File: config.mk
export PLATFORM = sky130hd
export DESIGN_NAME = usf_dac_stream
export DESIGN_NICKNAME = d
export VERILOG_FILES = /design/src/rtl/usf_dac_stream.sv
export SDC_FILE = /design/constraint.sdc
export NUM_CORES = 1
export LEC_CHECK = 0
export ABC_AREA = 1
export CAP_MARGIN = 20
export CELL_PAD_IN_SITES_DETAIL_PLACEMENT = 1
export CELL_PAD_IN_SITES_GLOBAL_PLACEMENT = 2
export CORE_UTILIZATION = 30
export CTS_CLUSTER_SIZE = 30
export DETAILED_ROUTE_END_ITERATION = 12
export PLACE_DENSITY_LB_ADDON = 0.1
export RECOVER_POWER = 50
export SLEW_MARGIN = 20
export SYNTH_ARGS = -nofsm -noshare
export SYNTH_HDL_FRONTEND = slang
export SYNTH_SLANG_ARGS = --single-unit
File: constraint.sdc
create_clock -name clk -period 3.7 [get_ports clk]
set_input_delay 0.74 -clock clk [delete_from_list [all_inputs] [get_ports clk]]
set_output_delay 0.74 -clock clk [all_outputs]
set_load 0.005 [all_outputs]
File: src/rtl/usf_dac_stream.sv
// Output-FIFO reader that converts signed 16-bit recovered samples to 12-bit offset binary
// and ships one 16-bit {cmd, code} SPI frame per sample tick to an external DAC.
module usf_dac_stream #(
  parameter int unsigned SCK_HALF      = 2,
  parameter int unsigned SAMPLE_PERIOD = 2500,
  parameter logic [3:0]  DAC_CMD       = 4'b0011
) (
  input  logic        clk,
  input  logic        reset,
  input  logic        en,
  input  logic [31:0] fifo_out_readdata,
  input  logic        fifo_out_empty,
  output logic        fifo_out_read,
  output logic        sck,
  output logic        cs,
  output logic        din,
  output logic        underrun,
  output logic        overrun,
  output logic [11:0] last_code
);

  localparam int unsigned TW = (SAMPLE_PERIOD > 1) ? $clog2(SAMPLE_PERIOD) : 1;
  localparam int unsigned HW = (SCK_HALF > 1) ? $clog2(SCK_HALF) : 1;
  localparam logic [TW-1:0] TickLast = TW'(SAMPLE_PERIOD - 1);
  localparam logic [HW-1:0] HalfLast = HW'(SCK_HALF - 1);

  typedef enum logic [2:0] {StIdle, StFetch, StCapture, StShift, StTail} state_e;

  state_e             state_q;
  logic [TW-1:0]      tick_cnt_q;
  logic               tick;
  logic [HW-1:0]      half_cnt_q;
  logic [3:0]         bit_cnt_q;
  logic [15:0]        shreg_q;
  logic               use_last_q;
  logic signed [15:0] sample;
  logic [11:0]        code;
  logic               unused_upper;

  assign unused_upper = ^fifo_out_readdata[31:16];

  always_ff @(posedge clk) begin
    if (reset || !en || tick_cnt_q == TickLast) begin
      tick_cnt_q <= '0;
    end else begin
      tick_cnt_q <= tick_cnt_q + TW'(1);
    end
  end

  assign tick = en && (tick_cnt_q == TickLast);

  // Saturate to the 12-bit range, then flip the sign bit to get offset binary.
  always_comb begin
    sample = fifo_out_readdata[15:0];
    code   = {~sample[11], sample[10:0]};
    if (use_last_q) begin
      code = last_code;
    end else if (sample > 16'sd2047) begin
      code = 12'hFFF;
    end else if (sample < -16'sd2048) begin
      code = 12'h000;
    end
  end

  always_ff @(posedge clk) begin
    if (reset) begin
      state_q       <= StIdle;
      fifo_out_read <= 1'b0;
      sck           <= 1'b0;
      cs            <= 1'b1;
      din           <= 1'b0;
      underrun      <= 1'b0;
      overrun       <= 1'b0;
      last_code     <= 12'h800;
      half_cnt_q    <= '0;
      bit_cnt_q     <= '0;
      shreg_q       <= '0;
      use_last_q    <= 1'b0;
    end else begin
      fifo_out_read <= 1'b0;
      if (tick && state_q != StIdle) begin
        overrun <= 1'b1;
      end
      case (state_q)
        StIdle: begin
          if (tick) begin
            if (!fifo_out_empty) begin
              fifo_out_read <= 1'b1;
              use_last_q    <= 1'b0;
              state_q       <= StFetch;
            end else begin
              underrun   <= 1'b1;
              use_last_q <= 1'b1;
              state_q    <= StCapture;
            end
          end
        end
        StFetch: state_q <= StCapture;
        StCapture: begin
          shreg_q    <= {DAC_CMD, code};
          last_code  <= code;
          cs         <= 1'b0;
          sck        <= 1'b0;
          din        <= DAC_CMD[3];
          half_cnt_q <= '0;
          bit_cnt_q  <= '0;
          state_q    <= StShift;
        end
        StShift: begin
          if (half_cnt_q == HalfLast) begin
            half_cnt_q <= '0;
            if (!sck) begin
              sck <= 1'b1;
            end else begin
              sck <= 1'b0;
              // Next bit goes out at the start of the low phase.
              if (bit_cnt_q == 4'd15) begin
                state_q <= StTail;
              end else begin
                bit_cnt_q <= bit_cnt_q + 4'd1;
                shreg_q   <= {shreg_q[14:0], 1'b0};
                din       <= shreg_q[14];
              end
            end
          end else begin
            half_cnt_q <= half_cnt_q + HW'(1);
          end
        end
        StTail: begin
          if (half_cnt_q == HalfLast) begin
            cs      <= 1'b1;
            din     <= 1'b0;
            state_q <= StIdle;
          end else begin
            half_cnt_q <= half_cnt_q + HW'(1);
          end
        end
        default: state_q <= StIdle;
      endcase
    end
  end

endmodule

==> impl_metrics.env, run 1 <==
export IMPL_synth_seq_cells=54
export IMPL_path_class="register to register"
export IMPL_first_pass_iters=4
export IMPL_crit_fanout=15
export IMPL_worstSkewPairLatency_ns=0.31
export IMPL_p_leak_nw=1.288
export IMPL_setup_viol=0
export IMPL_final_max_slew_violation_count=0
export IMPL_skew_ns=0.005293
export IMPL_grt_max_degree=33
export IMPL_startpoint="state_q[0]"
export IMPL_wl_um=6800
export IMPL_cts_tree="done"
export IMPL_post_cts_buffers=0
export IMPL_antenna_found_initial=0
export IMPL_placed_cells=498
export IMPL_core_sq_um=8217
export IMPL_rsz0062_at_grt="false"
export IMPL_multi_input_area_sq_um=1267
export IMPL_fin_cells=506
export IMPL_vias=2483
export IMPL_gp_congestion=0.7427
export IMPL_start_util=0.3100
export IMPL_max_freq_mhz=394.2
export IMPL_drc=0
export IMPL_diodes=0
export IMPL_cts_root_buf="clkbuf_8"
export IMPL_seq_area_frac_synth=0.4244
export IMPL_yosys_warnings=0
export IMPL_outcome="completed"
export IMPL_ctsResizeCount=0
export IMPL_tightest_slew_ns=1.079
export IMPL_grt_usage=0.1660
export IMPL_vdd_drop_max_mv=0.1660
export IMPL_crit_required_ns=3.94
export IMPL_p_per_area_nw_per_um2=586.9
export IMPL_cts_made_buffers=5
export IMPL_yosys_cell_types_count=27
export IMPL_worstPathArrival_ns=2.78
export IMPL_async_flop_share=0
export IMPL_seq_area_sq_um=1081
export IMPL_clock_path_buffers=2
export IMPL_min_path_type="register to register"
export IMPL_ff2ff_path_depth=8
export IMPL_cts_max_level=2
export IMPL_grt_ovfl_total=0
export IMPL_fill_cells=1047
export IMPL_top_level_ports=54
export IMPL_num_rows=33
export IMPL_die_area_sq_um=8864
export IMPL_hold_viol_final=0
export IMPL_final_min_clock_period_ns=2.537
export IMPL_r2r_start="state_q[0]"
export IMPL_syn_inst=366
export IMPL_fin_tns_setup_ns=0
export IMPL_layout_nets=438
export IMPL_die_y_um=94.15
export IMPL_relSlewSlack=0.2782
export IMPL_hpwl_um=4912
export IMPL_io_buffer_count=37
export IMPL_power_mw=1.806
export IMPL_drv_cap=0
export IMPL_whs_ns=0.4610
export IMPL_end_kind="register"
export IMPL_drive_gt1_frac=0.06484
export IMPL_antenna_left=0
export IMPL_reg2reg_to="bit_cnt_q[1]"
export IMPL_worst_setup_path_start_kind="register"
export IMPL_clk_pin_slew_ns=0.10
export IMPL_ys_flop_type="dfxtp_1"
export IMPL_syn_area_per_cell_sq_um=6.960
export IMPL_r2r_slack_ns=1.16
export IMPL_synth_edff_count=0
export IMPL_setup_worst_path_end="bit_cnt_q[1]"
export IMPL_syn_nets=404
export IMPL_grt_pass1_vias=2444
export IMPL_cts_hold_buf=0
export IMPL_clock_sinks=54
export IMPL_finalCritPeriodShare=0.6856
export IMPL_grt_pass1_wl_um=11410
export IMPL_die_x_um=94.15
export IMPL_drt_iter0_markers=47
export IMPL_via_per_inst=4.907
export IMPL_wl_per_cell_um=13.44
export IMPL_syn_area_sq_um=2547
export IMPL_syn_to_final_growth_pct=20.78
cell usage after synthesis, types with 2 or more instances:
cell type / n / area share
inv_1: 28 / 0.041
nor3_1: 7 / 0.014
nand3_1: 31 / 0.061
ha_1: 2 / 0.0098
nor2_1: 37 / 0.055
dfxtp_1: 54 / 0.42
o21ai_0: 26 / 0.051
nand3b_1: 2 / 0.0059
nand2_1: 83 / 0.12
o211ai_1: 2 / 0.0059
nand4_1: 3 / 0.0074
or2_2: 14 / 0.034
nor2_4: 2 / 0.0088
buf_2: 3 / 0.0059
a21oi_1: 51 / 0.10
xor2_1: 3 / 0.010
clkbuf_1: 8 / 0.012
state kept, by name (all words and copies together) (netlist names):
register,flops
last_code,12
overrun,1
shreg_q,15
tick_cnt_q,12
bit_cnt_q,4
half_cnt_q,1
state_q,3
underrun,1
cs,1
din,1
sck,1
fifo_out_read,1
use_last_q,1
power breakdown:
part | switching, mW | total [mW] | leakage, nW | internal (mW)
Clock | 0.195 | 0.346 | 0.0482 | 0.152
Combinational | 0.411 | 0.664 | 0.800 | 0.253
Sequential | 0.0847 | 0.795 | 0.440 | 0.711
placed cells by master (no fill, tap or decap), drive strengths merged, types with 4 or more instances in the layout:
cell type      netlist  final
nor3                 7      7
dlygate4sd3          0     16
nand2               85     85
nor2                40     40
a21oi               51     51
buf                  5      4
dfxtp               54     54
clkbuf               9      7
nand3               31     31
o21ai               26     26
clkdlybuf4s50        0     21
inv                 28     28
or2                 14     14
worst min-delay path by stage:
stage	depth (start not counted)	from	endpoint	slack (ns)
6_report	1	tick_cnt_q[0]	tick_cnt_q[0]	0.46
5_1_grt	1	tick_cnt_q[0]	tick_cnt_q[0]	0.48
4_1_cts	1	tick_cnt_q[0]	tick_cnt_q[0]	0.46
3_5_place_dp	1	tick_cnt_q[0]	tick_cnt_q[0]	0.45
3_3_place_gp	1	tick_cnt_q[0]	tick_cnt_q[0]	0.43
2_1_floorplan	1	tick_cnt_q[0]	tick_cnt_q[0]	0.42
cell type report:
type,instances,area share
Multi-Input combinational cell,270,0.4120
Tap cell,105,0.04270
Clock inverter,1,0.001627
Clock buffer,7,0.02806
Timing Repair Buffer,41,0.1301
Inverter,28,0.03416
Sequential cell,54,0.3514
per-layer routing:
layer | GRT usage | vias to the layer above | share of wire
met5 | 0 | - | 0
met4 | 0.05000 | 0 | 0.012
met3 | 0.02913 | 6 | 0.021
met2 | 0.2850 | 22 | 0.48
met1 | 0.2096 | 1188 | 0.49
li1 | - | 1267 | -
kinds of logic after synthesis:
logic type               count (synthesis)  synth area share
buffers and inverters                   42           0.06827
multiplexers                             1          0.003929
adder cells (fa/ha/maj)                  2          0.009822
AND/OR/NAND/NOR                        183            0.3202
flip-flops                              54            0.4244
XOR/XNOR                                 3           0.01032
AO/OA/AOI/OAI                           81            0.1631
worst max-delay path, stage by stage (launching register included):
cell and delay, ns:
dfxtp_1 0.42, nand2_1 0.10, nor2_1 0.76, nand2_1 0.23, nand2_1 0.20, inv_1 0.05, nand2_1 0.42, nand2_1 0.12
a21oi_1 0.17
per-stage QoR:
step | setup WS [ns] | utilization | cell area [sq um]
2_1_floorplan | 2.062 | - | 2547
3_3_place_gp | 1.376 | 0.3664 | 3010
3_5_place_dp | 1.314 | 0.3664 | 3010
4_1_cts | 1.639 | 0.3775 | 3102
5_1_grt | 0.8520 | 0.3744 | 3077
6_report | 1.163 | 0.3744 | 3077
Note: power is estimated with default switching activity, not from simulation.
==> run 2: changes to the inputs <==
--- a/config.mk
+++ b/config.mk
@@ -9,7 +9,7 @@
 export CAP_MARGIN = 20
 export CELL_PAD_IN_SITES_DETAIL_PLACEMENT = 1
 export CELL_PAD_IN_SITES_GLOBAL_PLACEMENT = 2
-export CORE_UTILIZATION = 30
+export CORE_UTILIZATION = 27
 export CTS_CLUSTER_SIZE = 30
 export DETAILED_ROUTE_END_ITERATION = 12
 export PLACE_DENSITY_LB_ADDON = 0.1
==> constraint.sdc (replaced) <==
create_clock -name clk -period 2.5 [get_ports clk]
set_input_delay 0.5 -clock clk [delete_from_list [all_inputs] [get_ports clk]]
set_output_delay 0.5 -clock clk [all_outputs]
set_load 0.005 [all_outputs]
==> run 2 against run 1 <==
Non-clock buffer count rose by 1. Critical endpoint is now shreg_q[11]. First-iteration DRC count rose by 45%. Utilization fell by 3.5 points. Cell count grew 1.4%. Largest power group unchanged. Largest cell class unchanged. Flip-flop and latch count is the same. Combinational power increased by 54%. Worst setup slack got worse by 0.69 ns.
==> impl_metrics.env, run 2 (synthesis results as in run 1) <==
export IMPL_cts_hold_buf=0
export IMPL_setup_viol=0
export IMPL_worstPathArrival_ns=2.21
export IMPL_drc=0
export IMPL_pwr_share_comb=0.364
export IMPL_num_rows=35
export IMPL_clock_path_buffers=2
export IMPL_die_area_sq_um=9828
export IMPL_cts_tree="done"
export IMPL_p_per_area_nw_per_um2=898.3
export IMPL_clkPwrFrac=0.213
export IMPL_vias=2459
export IMPL_cp_slowest_cell="clkdlybuf4s50_1"
export IMPL_p_seq_frac=0.422
export IMPL_outcome="completed"
export IMPL_vdd_drop_max_mv=0.3551
export IMPL_worstSkewPairLatency_ns=0.31
export IMPL_rsz0062_at_grt="false"
export IMPL_via_per_inst=4.793
export IMPL_reg_largest_list="shreg_q (15), last_code (12), tick_cnt_q (12)"
export IMPL_power_mw=2.808
export IMPL_grt_ovfl_total=0
export IMPL_worst_setup_path_start_kind="input pin"
export IMPL_drv_cap=0
export IMPL_die_x_um=99.14
export IMPL_grt_pass1_wl_um=11950
export IMPL_die_y_um=99.14
export IMPL_drive_gt1_frac=0.07463
export IMPL_startpoint="reset"
export IMPL_r2r_start="state_q[0]"
export IMPL_final_common_cell="nand2_1"
export IMPL_final_max_slew_violation_count=0
export IMPL_p_int_mw=1.734
export IMPL_wl_per_cell_um=14.09
export IMPL_switchingPower_mw=1.074
export IMPL_end_kind="register"
export IMPL_io_buffer_count=37
export IMPL_p_leak_nw=1.300
export IMPL_largest_reg_flops=15
export IMPL_fin_tns_setup_ns=0
export IMPL_pre_cts_slack_ns=0.5251
export IMPL_path_class="input pin to register"
export IMPL_wl_um=7230
export IMPL_max_stage_delay_ns=0.45
export IMPL_holdCritStartpoint="underrun"
export IMPL_diodes=0
export IMPL_first_pass_iters=4
export IMPL_crit_chain="clkdlybuf4s50_1, clkbuf_1, inv_1, clkbuf_2, o21ai_0, a21oi_1"
export IMPL_hold_viol_final=0
export IMPL_ctsResizeCount=0
export IMPL_max_freq_mhz=493.0
export IMPL_tightest_slew_ns=0.6714
export IMPL_grt_max_degree=33
export IMPL_fin_ws_ns=0.4718
export IMPL_post_cts_buffers=0
export IMPL_antenna_left=0
export IMPL_regMostFlops="shreg_q"
export IMPL_top_level_ports=54
export IMPL_antenna_found_initial=0
export IMPL_clock_sinks=54
export IMPL_finalCritPeriodShare=0.8113
export IMPL_cts_root_buf="clkbuf_8"
export IMPL_cts_max_level=2
export IMPL_drt_iter0_markers=68
export IMPL_skew_ns=0.006410
export IMPL_final_cell_mix="nand2_1, dfxtp_1, a21oi_1, nor2_1, nand3_1"
export IMPL_crit_fanout=32
export IMPL_core_sq_um=9196
export IMPL_min_path_type="register to register"
export IMPL_clk_pin_slew_ns=0.10
export IMPL_final_min_clock_period_ns=2.028
export IMPL_layout_nets=439
export IMPL_gp_congestion=0.7237
export IMPL_syn_to_final_growth_pct=22.69
export IMPL_hpwl_um=5255
export IMPL_crit_required_ns=2.68
export IMPL_swShare=0.3824
export IMPL_grt_usage=0.1535
export IMPL_relSlewSlack=0.5524
export IMPL_grt_pass1_vias=2487
export IMPL_cts_made_buffers=5
export IMPL_start_util=0.2770
[run 2: cell count changes in the layout (fill, tap and decap cells not counted), sizes merged]
| cell | delta |
|---|---|
| bufinv | +1 |
| clkinv | +1 |
| buf | -1 |
[run 2: power by group through the flow]
stage | Clock (mW) | Sequential (mW) | Combinational (mW)
after floorplan | 0 | 1.18 | 0.696
after global placement | 0 | 1.20 | 1.05
after detailed placement | 0 | 1.21 | 1.06
after CTS | 0.628 | 1.19 | 1.07
after global routing | 0.666 | 1.21 | 1.18
final | 0.599 | 1.19 | 1.02
[run 2: worst paths after layout]
check                               endpoint  slack [ns]  cells past startpoint
worst min register to register      underrun        0.46                      2
worst max register to register  bit_cnt_q[2]        0.68                      8
worst max-delay path             shreg_q[11]        0.47                      6
worst min-delay path                underrun        0.46                      2
[run 2: layout make-up]
class | count | area (sq um)
multi-input cells | 270 | 1290
inverters | 28 | 105.1
repair buffers | 42 | 401.6
clock inverters | 3 | 40.04
flip-flops and latches | 54 | 1081
clock buffers | 5 | 68.82
fillers | 1147 | 6071
well taps | 111 | 138.9
[run 2: routing by layer]
metal	GRT usage	routed length [um]
met2	0.2641	3435
met1	0.2011	3624
met4	0.03959	38
met5	0	0
met3	0.02389	131
[run 2: critical path: cells and delay by family]
family | cells | cell delay, ns
buffers and inverters | 4 | 1.42
AOI/OAI and AO/OA | 2 | 0.27
[run 2: stage by stage]
stage	std cells	cell area (sq um)	utilization	hold WS, ns
after floorplan	366	2547	-	0.4179
after global placement	505	3025	0.3290	0.4308
after detailed placement	505	3025	0.3290	0.4409
after CTS	513	3134	0.3408	0.4655
after global routing	513	3126	0.3399	0.4875
final	513	3126	0.3399	0.4604
==> run 3: changes to the inputs <==
==> constraint.sdc (replaced) <==
create_clock -name clk -period 2 [get_ports clk]
set_input_delay 0.4 -clock clk [delete_from_list [all_inputs] [get_ports clk]]
set_output_delay 0.4 -clock clk [all_outputs]
set_load 0.005 [all_outputs]
==> run 3 against run 2 <==
Routed wire length grew 0.48%. Clock power grew 25%. Via count grew 0.98%. First-iteration DRC count grew 16%. Register-to-register slack lost 0.38 ns. Total power grew 25%. Final area grew 0.72%. Worst hold slack lost 0.0029 ns. Sequential share of layout area shrank 0.25 points.
==> impl_metrics.env, run 3 (synthesis results as in run 1) <==
export IMPL_fin_cells=516
export IMPL_final_min_clock_period_ns=1.701
export IMPL_vdd_drop_max_mv=0.3403
export IMPL_die_area_sq_um=9828
export IMPL_holdPathStages=2
export IMPL_critPathTopFamily="simple AND/OR/NAND/NOR gates"
export IMPL_min_path_type="register to register"
export IMPL_largest_reg_flops=15
export IMPL_first_pass_iters=4
export IMPL_finalCoreUtilization=0.3423
export IMPL_tightest_slew_ns=0.6207
export IMPL_grt_usage=0.1547
export IMPL_clk_pin_slew_ns=0.11
export IMPL_skew_ns=0.01454
export IMPL_drv_cap=0
export IMPL_worstSkewPairLatency_ns=0.31
export IMPL_min_to="underrun"
export IMPL_outcome="completed"
export IMPL_end_kind="register"
export IMPL_place_area_sq_um=3048
export IMPL_critPathMostFrequentCell="nand2_1"
export IMPL_pre_cts_slack_ns=0.2161
export IMPL_vias=2483
export IMPL_ctsResizeCount=0
export IMPL_grt_pass1_wl_um=11960
export IMPL_wl_um=7265
export IMPL_core_sq_um=9196
export IMPL_die_y_um=99.14
export IMPL_cp_slowest_cell="dfxtp_1"
export IMPL_drive_gt1_frac=0.08148
export IMPL_r2r_slack_ns=0.30
export IMPL_final_max_slew_violation_count=0
export IMPL_placed_cells=508
export IMPL_clock_sinks=54
export IMPL_fin_area_sq_um=3148
export IMPL_wl_per_cell_um=14.08
export IMPL_regMostFlops="shreg_q"
export IMPL_diodes=0
export IMPL_p_per_area_nw_per_um2=1115
export IMPL_post_cts_buffers=0
export IMPL_cts_hold_buf=0
export IMPL_crit_chain="ha_1, nand2_1, nor2_1, nand2_1, nand2_1, inv_1, nand2_2, nor2_1, nor3_1"
export IMPL_max_freq_mhz=587.8
export IMPL_worstPathArrival_ns=1.94
export IMPL_grt_ovfl_total=0
export IMPL_start_util=0.2770
export IMPL_top_level_ports=54
export IMPL_relSlewSlack=0.5862
export IMPL_crit_fanout=15
export IMPL_cts_tree="done"
export IMPL_gp_congestion=0.8050
export IMPL_cts_root_buf="clkbuf_8"
export IMPL_ff2ff_path_depth=9
export IMPL_worst_setup_path_start_kind="register"
export IMPL_max_stage_delay_ns=0.40
export IMPL_fin_tns_setup_ns=0
export IMPL_r2r_start="bit_cnt_q[0]"
export IMPL_final_common_cell="nand2_1"
export IMPL_grt_pass1_vias=2474
export IMPL_path_class="register to register"
export IMPL_die_x_um=99.14
export IMPL_setup_viol=0
export IMPL_layout_nets=442
export IMPL_final_cell_mix="nand2_1, dfxtp_1, a21oi_1, nor2_1, nand3_1"
export IMPL_finalCritPeriodShare=0.8506
export IMPL_via_per_inst=4.812
export IMPL_rsz0062_at_grt="false"
export IMPL_p_leak_nw=1.315
export IMPL_antenna_left=0
export IMPL_grt_max_degree=33
export IMPL_drc=0
export IMPL_drt_iter0_markers=79
export IMPL_hold_viol_final=0
export IMPL_syn_to_final_growth_pct=23.58
export IMPL_antenna_found_initial=0
export IMPL_cts_made_buffers=5
export IMPL_clock_path_buffers=2
export IMPL_hpwl_um=5360
export IMPL_reg_largest_list="shreg_q (15), last_code (12), tick_cnt_q (12)"
export IMPL_holdCritStartpoint="underrun"
export IMPL_reg2reg_to="bit_cnt_q[2]"
export IMPL_cts_max_level=2
export IMPL_crit_required_ns=2.24
export IMPL_io_buffer_count=37
export IMPL_fin_ws_ns=0.2989
export IMPL_path_buf_inv=1
export IMPL_num_rows=35
run 3: metrics by stage:
| stage | hold WS, ns | total power [mW] |
|---|---|---|
| after floorplan | 0.4179 | 2.343 |
| after global placement | 0.4297 | 2.831 |
| after detailed placement | 0.4476 | 2.861 |
| after CTS | 0.4648 | 3.636 |
| after global routing | 0.4885 | 3.822 |
| final | 0.4575 | 3.512 |
run 3: where the power goes:
part	internal (mW)	switching, mW
clock network	0.374	0.375
registers	1.31	0.158
logic	0.480	0.809
total	2.17	1.34
run 3: final cells by class:
class	instances	area [sq um]
fill	1167	6048
multi-input combinational	270	1285
sequential	54	1081
timing repair buffer	45	427.9
tap	111	138.9
inverter	28	105.1
clock buffer	6	72.57
clock inverter	2	37.54
run 3: worst max path at each step:
stage	slack [ns]	end	cells after the start	start
floorplan	0.63	bit_cnt_q[3]	10	bit_cnt_q[0]
global placement	0.26	tick_cnt_q[2]	3	en
detailed placement	0.22	tick_cnt_q[2]	3	en
CTS	0.32	tick_cnt_q[2]	6	tick_cnt_q[8]
global route	0.13	bit_cnt_q[2]	9	bit_cnt_q[0]
finish	0.30	bit_cnt_q[2]	9	bit_cnt_q[0]
run 3: worst register-to-register path, delay by kind of cell (launching register included):
kind                       cells  cell delay (ns)
DFF                            1             0.40
adders and majority gates      1             0.19
and+or+nand+nor                7             0.97
buffers and inverters          1             0.07
run 3: layer usage:
metal	up-vias	routed length, um	global-route usage
met3	4	160	0.02600
met4	0	51	0.03394
li1	1279	-	-
met2	28	3472	0.2717
met1	1172	3581	0.1994
met5	-	0	0
